**src/rtl/adler32_checker_pkg.sv**
```systemverilog
// Shared definitions for the Adler-32 checker and generator slice.
//   MOD_ADLER      : Adler-32 modulus (largest prime below 2^16)
//   EMPTY_CHECKSUM : checksum of a zero-length message ({B=0, A=1})
//   state_t        : checker control states
package adler32_checker_pkg;

  localparam int unsigned MOD_ADLER      = 65521;
  localparam logic [31:0] EMPTY_CHECKSUM = 32'h0000_0001;

  typedef enum logic [2:0] {
    IDLE,
    SIZED,
    DATA,
    WAIT_CHK,
    REPORT
  } state_t;

endpackage

```
**src/rtl/adler32_accum.sv**
```systemverilog
// Adler-32 running-sum datapath: holds A and B and applies one byte per
// enabled cycle.
//   clk      : clock, state on rising edge
//   rst_n    : asynchronous active-low reset (A=1, B=0)
//   init     : restart the sums for a new message (A=1, B=0)
//   en       : accumulate data this cycle
//   data     : message byte
//   sum_next : {B, A} as it will be after accumulating data this cycle
module adler32_accum #(
  parameter int unsigned MOD_ADLER = adler32_checker_pkg::MOD_ADLER
) (
  input  logic        clk,
  input  logic        rst_n,
  input  logic        init,
  input  logic        en,
  input  logic [7:0]  data,
  output logic [31:0] sum_next
);

  localparam logic [16:0] MOD17 = 17'(MOD_ADLER);

  logic [15:0] a;
  logic [15:0] b;
  logic [16:0] a_sum;
  logic [16:0] b_sum;
  logic [15:0] a_next;
  logic [15:0] b_next;

  // Both operands are already reduced, so one conditional subtract suffices:
  // A+data < MOD+256 and B+A < 2*MOD both fit in 17 bits.
  always_comb begin
    a_sum    = {1'b0, a} + {9'b0, data};
    a_next   = 16'((a_sum >= MOD17) ? (a_sum - MOD17) : a_sum);
    b_sum    = {1'b0, b} + {1'b0, a_next};
    b_next   = 16'((b_sum >= MOD17) ? (b_sum - MOD17) : b_sum);
    sum_next = {b_next, a_next};
  end

  always_ff @(posedge clk or negedge rst_n) begin
    if (!rst_n) begin
      a <= 16'd1;
      b <= '0;
    end else if (init) begin
      a <= 16'd1;
      b <= '0;
    end else if (en) begin
      a <= a_next;
      b <= b_next;
    end
  end

endmodule

```
**config.mk**
```make
export PLATFORM = sky130hd
export DESIGN_NAME = adler32_accum
export DESIGN_NICKNAME = d
export VERILOG_FILES = /design/src/rtl/adler32_checker_pkg.sv /design/src/rtl/adler32_accum.sv
export SDC_FILE = /design/constraint.sdc
export NUM_CORES = 1
export LEC_CHECK = 0
export CORE_MARGIN = 4
export CORE_UTILIZATION = 40
export CTS_CLUSTER_DIAMETER = 100
export CTS_CLUSTER_SIZE = 16
export DETAILED_ROUTE_END_ITERATION = 7
export PLACE_DENSITY_LB_ADDON = 0.12
export SLEW_MARGIN = 0
export SYNTH_ARGS = -nofsm -noshare
export SYNTH_HDL_FRONTEND = slang
export SYNTH_SLANG_ARGS = --single-unit
export TNS_END_PERCENT = 10
```
**constraint.sdc**
```tcl
create_clock -name clk -period 10.2 [get_ports clk]
set_input_delay 2.55 -clock clk [delete_from_list [all_inputs] [get_ports clk]]
set_output_delay 2.55 -clock clk [all_outputs]
set_load 0.03 [all_outputs]
```
==> impl_metrics.toml <==
[global_route]
grt_use_met3 = 0.02425
grt_pass1_vias = 4258
gr-max-usage-layer = "met2"
antenna_found_initial = 0
gr-usage-met2 = 0.4206
grtUsageTotal = 0.2433
grt_start_max_net_pins = 34
overflow = 0
gr-usage-met1 = 0.3270
grt_pass1_wl_mm = 21.68

[setup_path]
crit_path_start = "data[0]"
r2r-start = "a[0]"
crit_fanout = 4
cp.required_ns = 7.65
path_class = "input pin to output pin"
r2r_cells = 28
worstSetupStartpointType = "input pin"
end_kind = "output pin"
rr_endpoint = "b[13]"
r2r_setup_slack_ns = 4.24
arrival_ns = 7.87

[detailed_routing]
drc_errors = 0
drt_iter0_drc = 159
routed_wl_mm = 12.91
routedWlPerCell_um = 17.29
ant_nets = 0
dr.pass1.iters = 4
vias = 4155
viasPerCell = 5.562

[power_and_ir_drop]
p_total_mw = 1.328
power_density_nw_per_um2 = 217.2
leakage_nw = 2.880
peakVddDrop_uv = 263.7

[logic_synthesis]
synthCells = 449
synthTopCellsByArea = "dfrtp_1, ha_1, nor2_1, xor2_1, a21oi_1"
ys.warnings.count = 0
ys_ff_latch = 32
synth_area_leader_cell = "dfrtp_1"
synth_seq_area_share = 0.2185
synth_cell_type_count = 69
synth_ff_type = "dfrtp_1"
async_reset_ff_frac = 1.000
synthesis.area_um2 = 3671
synth.top_cell.area_share = 0.2113
synth_edf_count = 0
synth_area_per_cell_um2 = 8.176
synth_nets = 493

[sta]
fmax_mhz = 95.95
setup_viol = 15
fin_worst_skew_ns = 0.003607
maxSlewViolCount = 0
slew_headroom = 0.4077
grt_setup_unrepaired = "yes"
holdWs_ns = 0.5027
setup_ws_ns = -0.2221
worst_pin_slew_ns = 0.8874
fin_crit_sh = 1.022
fin_tns_setup_ns = -1.959
hold_viol = 0
fin_crit_ns = 10.42

[clocking]
cts.sinks = 32
cts_tree = "yes"
htreeDepth = 2
clk_latency_ns = 0.29
root_buffer = "clkbuf_8"
clockBufferDepth = 2
cts_buffers = 5
clkSlewWorstSetupHoldPaths_ns = 0.07

[worst_hold_path]
hold_start = "b[10]"
hold_depth = 1
min_to = "b[10]"
holdCritPathClass = "flop to flop"

[floorplan]
die_x_um = 103.8
die_area_um2 = 10770
die_y_um = 103.8
initial_utilization = 0.4169
coreArea_um2 = 8806
design.portCount = 44
core.rowCount = 34

[final_layout]
drive_gt1_frac = 0.4554
fin_cells = 747
nets = 682
n_antenna_cell = 0
area_delta_synth_final_pct = 66.56

[placement]
dp_hpwl_mm = 9.508
gp_congestion = 0.9271
post-place-ws_ns = -0.9190
portBuffers = 43
dp_cells = 715

[run]
maxCapViolations = 0

[status]
status = "complete, but fails checks"
violations = "setup timing"
through the flow:
| stage | utilization | area [µm²] |
|---|---|---|
| floorplan | - | 3899 |
| global placement | 0.6104 | 5375 |
| detailed placement | 0.6104 | 5375 |
| CTS | 0.6670 | 5873 |
| global route | 0.6944 | 6115 |
| finish | 0.6944 | 6115 |
critical path, stage by stage:
cell and delay [ns]:
buf_6 0.10, ha_4 0.15, inv_2 0.05, fa_2 0.20, nor2b_2 0.05, o31a_1 0.27
o211ai_2 0.19, a21oi_2 0.10, or4_4 0.55, a31oi_4 0.25, a31o_4 0.23, buf_12 0.12
xnor2_4 0.12, ha_4 0.16, inv_2 0.04, fa_2 0.36, nand3b_1 0.25, nand2_2 0.16
a311oi_4 0.13, or4b_4 0.57, nor4b_4 0.30, a41oi_2 0.18, buf_4 0.18, nor3b_4 0.28
xor2_4 0.18, buf_6 0.15
sequential cells by signal, summed over array words and instances, names as in the netlist:
name	cells
b	16
a	16
cell families after synthesis:
kind of cell    count (synthesis)  synth area share
simple gates                  177            0.2655
compound gates                130            0.2614
buf+inv                        38           0.04124
xor+xnor                       32           0.07839
fa+ha+maj                      32            0.1132
flops                          32            0.2185
mux                             8           0.02181
report_power, final:
group | internal [mW] | total [mW] | switching (mW) | leakage, nW
Clock | 0.0540 | 0.108 | 0.0544 | 0.0510
Sequential | 0.143 | 0.159 | 0.0160 | 0.424
Combinational | 0.513 | 1.06 | 0.548 | 2.41
worst max-delay path by stage:
stage              endpoint  slack (ns)  depth (start not counted)
6_report       sum_next[25]       -0.22                         26
5_1_grt        sum_next[25]       -0.40                         26
4_1_cts        sum_next[25]       -0.19                         26
3_5_place_dp   sum_next[22]       -0.92                         27
3_3_place_gp   sum_next[29]       -0.80                         26
2_1_floorplan  sum_next[16]       -0.18                         21
layer usage:
| layer | share of wire | wire, µm |
|---|---|---|
| met1 | 0.47 | 6046 |
| met2 | 0.48 | 6233 |
| met3 | 0.033 | 421 |
| met4 | 0.016 | 213 |
| met5 | 0 | 0 |
cell usage in the layout, fill, tap and decap left out, drive strengths merged, types with 4 or more instances in the layout:
cell	netlist	layout
xnor2	13	13
o211ai	5	5
a311oi	6	6
nor2b	10	10
clkdlybuf4s50	0	19
and2	6	6
or3	7	7
xor2	19	19
and3	11	11
a211o	4	4
nor3	12	12
o311ai	4	4
nor4b	4	4
dfrtp	31	31
a211oi	6	6
clkbuf	16	6
nand3	14	14
dlygate4sd2	0	4
nand2	21	21
mux2i	8	8
ha	30	30
o21ai	13	13
or4	4	4
buf	3	178
a31oi	9	9
a21oi	25	25
nor2	54	54
nand3b	4	4
o21a	15	15
nor3b	6	6
inv	19	19
nand4	5	5
a21o	14	14
nand2b	10	10
cell usage after synthesis, drive strengths merged (3+ instances only):
library cell,n
nand3,14
or2,3
a211oi,6
o211ai,5
nand4,5
o21a,15
a21oi,25
and2,6
nor3,12
ha,30
a22o,3
a311oi,6
xor2,19
nand2b,10
a21o,14
or4,4
a2111oi,3
nor2b,10
a211o,4
o211a,3
inv,19
nand3b,4
nor3b,6
o21ai,13
a41oi,3
mux2i,8
clkbuf,16
or3,7
dfrtp,31
nor2,54
nor4b,4
nand2,21
and3,11
buf,3
a31oi,9
o221ai,3
o311ai,4
xnor2,13
layout make-up:
cell class	instances	area, µm²
well taps	108	135.1
clock inverters	2	10.01
multi-input cells	379	3378
flip-flops and latches	32	802.0
inverters	19	71.32
repair buffers	201	1635
fillers	703	2691
clock buffers	6	82.58
timing repair:
| item | 4_1_cts | 5_1_grt |
|---|---|---|
| hold buffers | 0 | 0 |
| resized for setup | 74 | 39 |
| pin swaps | 40 | 31 |
| setup buffers | 17 | 7 |
| setup endpoints to repair | 16 | 16 |
No activity file was read; power rests on OpenSTA's default activity.
